### config.mk
export PLATFORM = sky130hd
export DESIGN_NAME = axis_lane_reduce
export DESIGN_NICKNAME = d
export VERILOG_FILES = /design/src/rtl/axis_reduce_pkg.sv /design/src/rtl/axis_lane_reduce_tree.sv /design/src/rtl/axis_lane_reduce.sv
export SDC_FILE = /design/constraint.sdc
export NUM_CORES = 2
export LEC_CHECK = 0
export CORE_AREA = 2 2 527 529
export DETAILED_ROUTE_END_ITERATION = 8
export DIE_AREA = 0 0 529 531
export PLACE_DENSITY = 0.6
export SYNTH_ARGS = -nofsm -noshare
export SYNTH_HDL_FRONTEND = slang
export SYNTH_HIERARCHICAL = 1
export SYNTH_SLANG_ARGS = --single-unit
### constraint.sdc
create_clock -name aclk -period 38 [get_ports aclk]
set_input_delay 3.8 -clock aclk [delete_from_list [all_inputs] [get_ports aclk]]
set_output_delay 3.8 -clock aclk [all_outputs]
set_load 0.02 [all_outputs]
### src/rtl/axis_reduce_pkg.sv
`default_nettype none
// +----------------------------------------------------------------------------+
// | Package     : axis_reduce_pkg                                              |
// | Description : Reduction operator encoding plus identity/combine helpers   |
// |               shared by the lane-reduce tree and the packet accumulator.  |
// |               Helpers work on a wide container; callers size-cast to the  |
// |               real lane width, which is passed in as argument w.          |
// | Revision    : 1.0  initial release                                         |
// +----------------------------------------------------------------------------+
package axis_reduce_pkg;

  // Widest lane the helpers can handle; upper bits fold away in synthesis.
  localparam int unsigned C_LW_MAX = 256;

  typedef enum logic [1:0] {
    OP_MAX = 2'd0,
    OP_MIN = 2'd1,
    OP_SUM = 2'd2,
    OP_XOR = 2'd3
  } op_e;

  // All-ones over the low w bits.
  function automatic logic [C_LW_MAX-1:0] lane_mask(input int unsigned w);
    if (w >= C_LW_MAX) return '1;
    return (C_LW_MAX'(1) << w) - C_LW_MAX'(1);
  endfunction

  // Sign bit of a w-bit lane.
  function automatic logic [C_LW_MAX-1:0] sign_bit(input int unsigned w);
    return C_LW_MAX'(1) << (w - 1);
  endfunction

  // Neutral element of each operator at lane width w.
  function automatic logic [C_LW_MAX-1:0] identity(input op_e op, input logic sgn,
                                                   input int unsigned w);
    case (op)
      OP_MAX:  return sgn ? sign_bit(w) : '0;
      OP_MIN:  return sgn ? (lane_mask(w) ^ sign_bit(w)) : lane_mask(w);
      default: return '0;
    endcase
  endfunction

  // Two-operand step. Operands must be zero above bit w-1. Signed compare is
  // done by flipping the sign bit, which maps two's complement order onto
  // unsigned order.
  function automatic logic [C_LW_MAX-1:0] combine(input op_e op, input logic sgn,
                                                  input logic [C_LW_MAX-1:0] a,
                                                  input logic [C_LW_MAX-1:0] b,
                                                  input int unsigned w);
    logic [C_LW_MAX-1:0] bias;
    logic [C_LW_MAX-1:0] a_key;
    logic [C_LW_MAX-1:0] b_key;
    bias  = sgn ? sign_bit(w) : '0;
    a_key = a ^ bias;
    b_key = b ^ bias;
    case (op)
      OP_MAX:  return (a_key >= b_key) ? a : b;
      OP_MIN:  return (a_key <= b_key) ? a : b;
      OP_SUM:  return (a + b) & lane_mask(w);
      default: return a ^ b;
    endcase
  endfunction

endpackage
`default_nettype wire

### src/rtl/axis_lane_reduce_tree.sv
`default_nettype none
// +----------------------------------------------------------------------------+
// | Module      : axis_lane_reduce_tree                                        |
// | Description : Combinational log2(N_LANES)-level reduction of one beat.    |
// |               Invalid lanes are replaced by the operator identity.        |
// | Revision    : 1.0  initial release                                         |
// +----------------------------------------------------------------------------+
module axis_lane_reduce_tree
  import axis_reduce_pkg::*;
#(
  parameter int unsigned N_LANES = 8,
  parameter int unsigned LANE_W  = 64
) (
  input  op_e                         i_op,
  input  logic                        i_op_signed,
  input  logic [N_LANES*LANE_W-1:0]   i_lanes,
  input  logic [N_LANES-1:0]          i_valid,
  output logic [LANE_W-1:0]           o_result
);

  localparam int unsigned C_LEVELS = $clog2(N_LANES);

  logic [LANE_W-1:0] w_ident;

  assign w_ident = LANE_W'(identity(i_op, i_op_signed, LANE_W));

  // Level 0 holds the masked lanes; each further level halves the node count.
  for (genvar l = 0; l <= C_LEVELS; l++) begin : g_level
    localparam int unsigned C_NODES = N_LANES >> l;
    logic [C_NODES*LANE_W-1:0] w_val;

    if (l == 0) begin : g_leaves
      for (genvar i = 0; i < N_LANES; i++) begin : g_lane
        assign w_val[i*LANE_W +: LANE_W] =
          i_valid[i] ? i_lanes[i*LANE_W +: LANE_W] : w_ident;
      end
    end else begin : g_combine
      for (genvar k = 0; k < C_NODES; k++) begin : g_pair
        assign w_val[k*LANE_W +: LANE_W] = LANE_W'(combine(i_op, i_op_signed,
          C_LW_MAX'(g_level[l-1].w_val[(2*k)*LANE_W +: LANE_W]),
          C_LW_MAX'(g_level[l-1].w_val[(2*k+1)*LANE_W +: LANE_W]),
          LANE_W));
      end
    end
  end

  assign o_result = g_level[C_LEVELS].w_val;

endmodule
`default_nettype wire

### src/rtl/axis_lane_reduce.sv
`default_nettype none
// +----------------------------------------------------------------------------+
// | Module      : axis_lane_reduce                                             |
// | Description : Zero-latency AXI4-Stream pass-through with a per-packet     |
// |               lane reduction (MAX/MIN/SUM/XOR) on a handshaked result     |
// |               stream, plus beat/packet/stall statistics.                  |
// | Revision    : 1.0  initial release                                         |
// +----------------------------------------------------------------------------+
module axis_lane_reduce
  import axis_reduce_pkg::*;
#(
  parameter int unsigned N_LANES = 8,
  parameter int unsigned LANE_W  = 64,
  parameter int unsigned CNT_W   = 32
) (
  input  logic                          aclk,
  input  logic                          aresetn,
  input  logic [1:0]                    op_mode,
  input  logic                          op_signed,
  input  logic                          s_tvalid,
  output logic                          s_tready,
  input  logic [N_LANES*LANE_W-1:0]     s_tdata,
  input  logic [N_LANES*LANE_W/8-1:0]   s_tkeep,
  input  logic                          s_tlast,
  output logic                          m_tvalid,
  input  logic                          m_tready,
  output logic [N_LANES*LANE_W-1:0]     m_tdata,
  output logic [N_LANES*LANE_W/8-1:0]   m_tkeep,
  output logic                          m_tlast,
  output logic                          r_tvalid,
  input  logic                          r_tready,
  output logic [LANE_W-1:0]             r_tdata,
  output logic [CNT_W-1:0]              r_tbeats,
  input  logic                          stats_clr,
  output logic [CNT_W-1:0]              cnt_beats,
  output logic [CNT_W-1:0]              cnt_pkts,
  output logic [CNT_W-1:0]              cnt_stall
);

  op_e               r_op;
  logic              r_op_signed;
  logic              r_first;
  logic [LANE_W-1:0] r_acc;
  logic [CNT_W-1:0]  r_beats;
  logic              r_res_valid;
  logic [LANE_W-1:0] r_res_data;
  logic [CNT_W-1:0]  r_res_beats;
  logic [CNT_W-1:0]  r_cnt_beats;
  logic [CNT_W-1:0]  r_cnt_pkts;
  logic [CNT_W-1:0]  r_cnt_stall;

  op_e               w_op;
  logic              w_op_signed;
  logic [N_LANES-1:0] w_lane_valid;
  logic [LANE_W-1:0] w_beat;
  logic [LANE_W-1:0] w_ident;
  logic [LANE_W-1:0] w_acc_in;
  logic [LANE_W-1:0] w_fold;
  logic [CNT_W-1:0]  w_beats_inc;
  logic              w_block;
  logic              w_accept;
  logic              w_res_take;

  // The first beat uses the live mode inputs; later beats use the latched copy.
  assign w_op        = r_first ? op_e'(op_mode) : r_op;
  assign w_op_signed = r_first ? op_signed      : r_op_signed;

  // A lane counts as valid when the keep bit of its lowest byte is set.
  for (genvar i = 0; i < N_LANES; i++) begin : g_valid
    assign w_lane_valid[i] = s_tkeep[i*LANE_W/8];
  end

  axis_lane_reduce_tree #(
    .N_LANES (N_LANES),
    .LANE_W  (LANE_W)
  ) u_tree (
    .i_op        (w_op),
    .i_op_signed (w_op_signed),
    .i_lanes     (s_tdata),
    .i_valid     (w_lane_valid),
    .o_result    (w_beat)
  );

  // Fold the beat into the running value; a first beat starts from identity
  // so nothing left over from a previous packet can leak in.
  assign w_ident     = LANE_W'(identity(w_op, w_op_signed, LANE_W));
  assign w_acc_in    = r_first ? w_ident : r_acc;
  assign w_fold      = LANE_W'(combine(w_op, w_op_signed, C_LW_MAX'(w_acc_in),
                                       C_LW_MAX'(w_beat), LANE_W));
  assign w_beats_inc = r_first ? CNT_W'(1)
                     : ((&r_beats) ? r_beats : r_beats + CNT_W'(1));

  // Only a last beat that would overwrite an unconsumed result is held off.
  assign w_block    = s_tlast & r_res_valid & ~r_tready;
  assign s_tready   = m_tready & ~w_block;
  assign m_tvalid   = s_tvalid & ~w_block;
  assign m_tdata    = s_tdata;
  assign m_tkeep    = s_tkeep;
  assign m_tlast    = s_tlast;
  assign w_accept   = s_tvalid & s_tready;
  assign w_res_take = r_res_valid & r_tready;

  assign r_tvalid  = r_res_valid;
  assign r_tdata   = r_res_data;
  assign r_tbeats  = r_res_beats;
  assign cnt_beats = r_cnt_beats;
  assign cnt_pkts  = r_cnt_pkts;
  assign cnt_stall = r_cnt_stall;

  // Packet accumulator: latch mode on the first beat, fold every accepted beat.
  always_ff @(posedge aclk) begin
    if (!aresetn) begin
      r_first     <= 1'b1;
      r_op        <= OP_MAX;
      r_op_signed <= 1'b0;
      r_acc       <= '0;
      r_beats     <= '0;
    end else if (w_accept) begin
      if (r_first) begin
        r_op        <= w_op;
        r_op_signed <= w_op_signed;
      end
      if (s_tlast) begin
        r_first <= 1'b1;
        r_acc   <= w_ident;
        r_beats <= '0;
      end else begin
        r_first <= 1'b0;
        r_acc   <= w_fold;
        r_beats <= w_beats_inc;
      end
    end
  end

  // Result register: a new load wins over a consume in the same cycle.
  always_ff @(posedge aclk) begin
    if (!aresetn) begin
      r_res_valid <= 1'b0;
      r_res_data  <= '0;
      r_res_beats <= '0;
    end else if (w_accept && s_tlast) begin
      r_res_valid <= 1'b1;
      r_res_data  <= w_fold;
      r_res_beats <= w_beats_inc;
    end else if (w_res_take) begin
      r_res_valid <= 1'b0;
    end
  end

  // Statistics counters; clear beats increment and leaves the datapath alone.
  always_ff @(posedge aclk) begin
    if (!aresetn || stats_clr) begin
      r_cnt_beats <= '0;
      r_cnt_pkts  <= '0;
      r_cnt_stall <= '0;
    end else begin
      if (w_accept)               r_cnt_beats <= r_cnt_beats + CNT_W'(1);
      if (w_res_take)             r_cnt_pkts  <= r_cnt_pkts + CNT_W'(1);
      if (s_tvalid && !s_tready)  r_cnt_stall <= r_cnt_stall + CNT_W'(1);
    end
  end

endmodule
`default_nettype wire

; Word level (Yosys, flattened, before mapping)
; Cells that the tools add are included.
[word_totals]
in_bits = 586
word_cells = 127
ff_bits = 293
out_inout_bits = 772
[op_classes]
muxes = 45
n_bitwise = 32
addsub = 12
n_eq_ne = 2
n_reduce_logical = 9
n_lt_le_gt_ge = 16
[ops]
columns = op, n
row1 = $ge A256 B256 Y1, 8
row2 = $le A256 B256 Y1, 8
row3 = $mux W64, 28
row4 = $pmux W64 S3, 8
row5 = $xor A64 B256 Y256, 6
row6 = $xor A64 B64 Y64, 18
row7 = $add A64 B64 Y64, 8
row8 = $add A32 B1 Y32 const B, 4
row9 = $pmux W64 S2, 1
row10 = $mux W32, 3
row11 = $reduce_and A32 Y1, 1
row12 = $and A1 B1 Y1, 6
row13 = $mux W1, 4
row14 = $eq A2 B1 Y1 const B, 1
row15 = $eq A2 B2 Y1 const B, 1
row16 = $logic_and A1 B1 Y1, 2
row17 = $logic_not A1 Y1, 2
row18 = $logic_not A2 Y1, 1
row19 = $mux W2, 1
row20 = $not A1 Y1, 2
row21 = $reduce_and A2 Y1, 1
row22 = $reduce_bool A2 Y1, 1
row23 = $logic_or A1 B1 Y1, 1

; Longest topological paths before layout
[logic_depth]
word_depth = 21
mapped_depth = 84
depth_no_buf = 69

; Modules after synthesis
; The synthesis kept the hierarchy.
[by_module_without_submodules]
columns = module, area_per_inst_um2, seq_area_each_um2, cells_per_inst, n_inst
row1 = axis_lane_reduce_tree, 58092.0, 0.0, 9315, 1
row2 = axis_lane_reduce, 23552.6, 5865.6, 3125, 1

; Worst setup path after synthesis
; OpenSTA, ideal clock, no wires.
[synth_path]
path_kind = input -> register
startpoint = in op_mode[0]
endpoint = reg r_acc[28]
arrival_time_ps = 19983
setup_time_ps = 122
n_path_buf = 12
t_required_ps = 37878
path_stages = 74
slack_ps = 17895
cell_sequence = nand2_1 o21a_1 clkinv_1 clkbuf_1 buf_1 clkbuf_1 nand2_1 clkbuf_1 nor2_1 clkbuf_1 buf_1 clkbuf_1 a21oi_1 inv_1 ha_1 clkbuf_1 nor4b_1 nand4_1 [38 not listed] o31ai_4 nor2_1 o21ai_0 a22oi_1 nor4_1 xor2_1 ha_1 nand4b_1 nor4_1 nand4_1 a31oi_1 nor4_4 nor2_2 nor2_2 clkbuf_1 a221oi_1 a21oi_1 a221o_1
[synth_via]
elab_chain_cells = 21
word_cells_on_any_way = 87
cone_classes = 8 x add/sub / 16 x order compare / 2 x eq/ne / 36 x mux / 24 x bitwise / 1 x reduce/logical
[synth_rtl]
columns = item, line
row1 = "start, declared", axis_lane_reduce.sv:18  ; input logic [1:0] op_mode,
row2 = $mux W2 (*), axis_lane_reduce.sv:65  ; assign w_op = r_first ? op_e'(op_mode) : r_op;
row3 = via w_op[0], axis_lane_reduce.sv:52  ; op_e w_op;
row4 = $eq A2 B1 Y1 or $logic_not A2 Y1 (tied branches), "axis_reduce_pkg.sv:36, axis_reduce_pkg.sv:56"
row5 = $pmux W64 S2, axis_reduce_pkg.sv:36  ; case (op)
row6 = $mux W64, axis_lane_reduce_tree.sv:35  ; i_valid[i] ? i_lanes[i*LANE_W +: LANE_W] : w_ident;
row7 = $xor A64 B64 Y64 (on tied branches), "axis_reduce_pkg.sv:54, axis_reduce_pkg.sv:55"
row8 = $le A256 B256 Y1 or $ge A256 B256 Y1 (tied branches), "axis_reduce_pkg.sv:58, axis_reduce_pkg.sv:57"
row9 = $mux W64 (on tied branches), "axis_reduce_pkg.sv:58, axis_reduce_pkg.sv:57"
row10 = [7 not listed], n/a
row11 = $mux W64 (on tied branches), "axis_reduce_pkg.sv:58, axis_reduce_pkg.sv:57"
row12 = $pmux W64 S3 (*), axis_reduce_pkg.sv:56  ; case (op)
row13 = via w_beat[63], axis_lane_reduce.sv:55  ; logic [LANE_W-1:0] w_beat;
row14 = $xor A64 B256 Y256 (*), axis_reduce_pkg.sv:55  ; b_key = b ^ bias;
row15 = $le A256 B256 Y1 or $ge A256 B256 Y1 (tied branches), "axis_reduce_pkg.sv:58, axis_reduce_pkg.sv:57"
row16 = $mux W64 (on tied branches), "axis_reduce_pkg.sv:58, axis_reduce_pkg.sv:57"
row17 = $pmux W64 S3 (*), axis_reduce_pkg.sv:56
row18 = $mux W64 (*), axis_lane_reduce.sv:123  ; if (s_tlast) begin
row19 = "end signal, assigned", axis_lane_reduce.sv:125  ; r_acc <= w_ident;
row20 = "end signal, assigned", axis_lane_reduce.sv:129  ; r_acc <= w_fold;
row21 = "end, declared", axis_lane_reduce.sv:43  ; logic [LANE_W-1:0] r_acc;
; The timed path passes the listed nets; every way through them passes the cells marked *.
; A chain may end at the register's enable or synchronous reset.

; Final worst setup path
[layout_path]
startpoint = in op_mode[1]
endpoint = reg r_acc[57]
[layout_via]
elab_chain_cells = 21
word_cells_on_any_way = 87
cone_classes = 8 x add/sub / 16 x order compare / 2 x eq/ne / 36 x mux / 24 x bitwise / 1 x reduce/logical
[layout_rtl]
columns = item, line
row1 = $mux W2 (*), axis_lane_reduce.sv:65
row2 = $eq A2 B1 Y1 or $logic_not A2 Y1 (tied branches), "axis_reduce_pkg.sv:36, axis_reduce_pkg.sv:56"
row3 = $pmux W64 S2, axis_reduce_pkg.sv:36
row4 = $mux W64, axis_lane_reduce_tree.sv:35
row5 = $xor A64 B64 Y64 (on tied branches), "axis_reduce_pkg.sv:54, axis_reduce_pkg.sv:55"
row6 = $le A256 B256 Y1 or $ge A256 B256 Y1 (tied branches), "axis_reduce_pkg.sv:58, axis_reduce_pkg.sv:57"
row7 = $mux W64 (on tied branches), "axis_reduce_pkg.sv:58, axis_reduce_pkg.sv:57"
row8 = $pmux W64 S3, axis_reduce_pkg.sv:56
row9 = [6 not listed], n/a
row10 = $mux W64 (on tied branches), "axis_reduce_pkg.sv:58, axis_reduce_pkg.sv:57"
row11 = $pmux W64 S3 (*), axis_reduce_pkg.sv:56
row12 = via w_beat[59], axis_lane_reduce.sv:55
row13 = $xor A64 B256 Y256 (*), axis_reduce_pkg.sv:55
row14 = $le A256 B256 Y1 or $ge A256 B256 Y1 (tied branches), "axis_reduce_pkg.sv:58, axis_reduce_pkg.sv:57"
row15 = $mux W64 (on tied branches), "axis_reduce_pkg.sv:58, axis_reduce_pkg.sv:57"
row16 = $pmux W64 S3 (*), axis_reduce_pkg.sv:56
row17 = $mux W64 (*), axis_lane_reduce.sv:123
; Marks and branches as above.

==> metrics.csv <==
metric,value,unit
postCtsSetupBuffers,0,
clk_path_buf_depth,3,
hpwl,358,mm
cts_root_buffer,clkbuf_16,
cts_tree,done,
dp.cells,16000,
hold_class,flop to flop,
synthCells,12400,
place_ws,11.62,ns
max_cap_violations,0,
final_area,93400,sq um
die-area,281000,sq um
endpoint_kind,flop,
cp_slowest_cell,nor2_2,
synth_edf_count,0,
max_stage_delay,0.85,ns
yosys-top-cells-area,"ha_1 (16%), a21oi_1 (9.6%), dfxtp_1 (7.2%)",
swShare,0.625,
port_buffers,1245,
grt_pass1_vias,87700,
rows,193,
yosysMostFrequentCell,a21oi_1,
track_usage,0.301,
ys_top_cells_by_count,"a21oi_1 (1572), nor2_1 (1078), inv_1 (1046)",
antenna_found_initial,46,
syn_area,81600,sq um
max_slew.worst_pin.slew,1.45,ns
core-area,275000,sq um
synthArstFlopShare,0,
ys_types,110,
fin_crit,26.48,ns
startpoint_type,input port,
instances_no_fill,16100,
clkLatencyLatePin,0.56,ns
crit_type,input port to flop,
gp_congestion,1.06,
powerDensity,70.4,nW/um^2
die_h,531,microns
internal-power,2.46,mW
vias,97000,
syn_avg_cell_area,6.56,sq um
final_net_count,14000,
initial_core_util,0.297,
max_freq,0.0378,GHz
clk_pin_slew,0.06,ns
syn_nets,14100,
finish.utilization,0.339,
drive_above_1_share,0.0326,
avgRoutedWirePerCell,28.0,microns
worst_path_most_repeated_cell,a21oi_1,
finalCritPeriodShare,0.697,
placed_area,92200,sq um
cts_sinks,293,
finalMaxSlewViolations,0,
syn_to_final_growth,14.5,%
via_per_inst,6.04,
drt_wl_total,449,mm
leakage,40.5,nW
slew_headroom,0.0203,
p_switching,4.11,mW
drc_errors,0,
synth_largest_area_cell,ha_1,
htreeDepth,2,
die_w,529,microns
required,38.44,ns
grt_setup_unrepaired,false,
cts_hold_buf,0,
p_clk_frac,0.052,
synth_ff_type,dfxtp_1,
setup_viol,0,
cts_buffers,37,
status,completed,
netlist.area_leader.share,0.156,
dr.pass1.iters,9,
grt_overflow,0,
drt-initial-drc-count,12200,
vdd_ir_drop_max,0.0651,mV
cp.arrival,26.92,ns
synth-seq-area-share,0.0718,
hold_viol_final,0,
io-pin-count,1358,
drtAntennaViolNets,0,
power_frac_seq,0.055,
tns,0,ns
finalWorstSetupSlack,11.52,ns
pwr-share-comb,0.893,
path_max_fanout,62,
n_fill_cell,30100,
synth-seq-cells,293,
ys_warn_count,6,
grt_start_max_net_pins,144,
cts_resized,0,
finalClockSkew,0.0271,ns
grt_pass1_wl,632,mm
## power groups by stage
stage,clock network (mW),logic (mW),registers (mW)
4_1_cts,0.351,5.65,0.361
5_1_grt,0.361,6.24,0.364
6_report,0.342,5.87,0.361
3_5_place_dp,0,5.61,0.367
3_3_place_gp,0,5.64,0.367
2_1_floorplan,0,3.81,0.371
## registers in the layout (all words and copies together) (netlist names)
register     cells
cnt_beats       32
cnt_pkts        32
cnt_stall       32
r_acc           64
r_beats         32
r_first          1
r_op             2
r_op_signed      1
r_tbeats        32
r_tdata         64
r_tvalid         1
## per-stage QoR
| step | total power [mW] | hold WS (ns) |
|---|---|---|
| floorplan | 4.19 | 0.431 |
| global placement | 6.00 | 0.432 |
| detailed placement | 5.98 | 0.435 |
| CTS | 6.36 | 0.443 |
| global route | 6.96 | 0.460 |
| finish | 6.58 | 0.438 |
## cell usage in the layout (no fill, tap or decap), drive strengths merged, types with 34 or more instances in the layout
cell           instances
a211oi               110
a21boi                37
a21o                 456
a21oi               1575
a221o                 84
a221oi               122
a22o                  45
a22oi                101
a2bb2oi               71
a311oi                34
a31oi                104
and2                  60
and3                  76
buf                  162
clkbuf                50
clkdlybuf4s50       1236
dfxtp                293
ha                  1020
inv                 1054
mux2i                 80
nand2                824
nand2b                93
nand3                240
nand4                155
nor2                1084
nor2b                142
nor3                 218
nor4                 101
o211ai               101
o21a                 138
o21ai                863
o21bai               167
o221ai                87
o22ai                222
o311ai                39
o31ai                104
or3                   99
or4                   60
xnor2                333
xor2                 159
## layer usage
layer,vias up,routed length [microns],GRT usage
met3,1097,50500,0.0769
met5,-,483,0.00889
met4,24,37900,0.218
li1,44000,-,-
met1,45800,177000,0.378
met2,6020,184000,0.441
## kinds of logic after synthesis
family                     count (synthesis)  share of synthesized area
AOI/OAI and AO/OA                       4724                      0.371
and+or+nand+nor                         3271                      0.190
buffers and inverters                   2533                      0.144
adders and majority gates               1028                      0.158
xor gates and xnor gates                 492                     0.0528
DFF                                      293                     0.0718
muxes                                     99                     0.0124
## path summary, 6_finish.rpt
check             depth (start not counted)           to  slack (ns)   startpoint
hold reg to reg                           2  r_tbeats[0]        0.44  r_tbeats[0]
setup / recovery                         68    r_acc[57]       11.52   op_mode[1]
setup reg to reg                         67    r_acc[57]       14.19      r_first
hold / removal                            2  r_tbeats[0]        0.44  r_tbeats[0]
## critical path: cells and delay by family
kind,cells,cell delay (ns)
compound gates,26,8.76
xor+xnor,1,0.19
fa+ha+maj,4,1.99
buf+inv,15,4.92
mux,1,0.08
simple gates,21,6.92
## cell type report
type                    instances  area [sq um]  area share
diodes                         30          75.1    0.000803
flip-flops and latches        293          5870      0.0628
well taps                    3607          4510      0.0483
clock buffers                  50          1010      0.0109
inverters                    1052          3980      0.0426
clock inverters                13           121     0.00130
repair buffers               1398         13700       0.146
multi-input cells            9614         64200       0.687
Note: power is estimated with default switching activity, not from simulation.
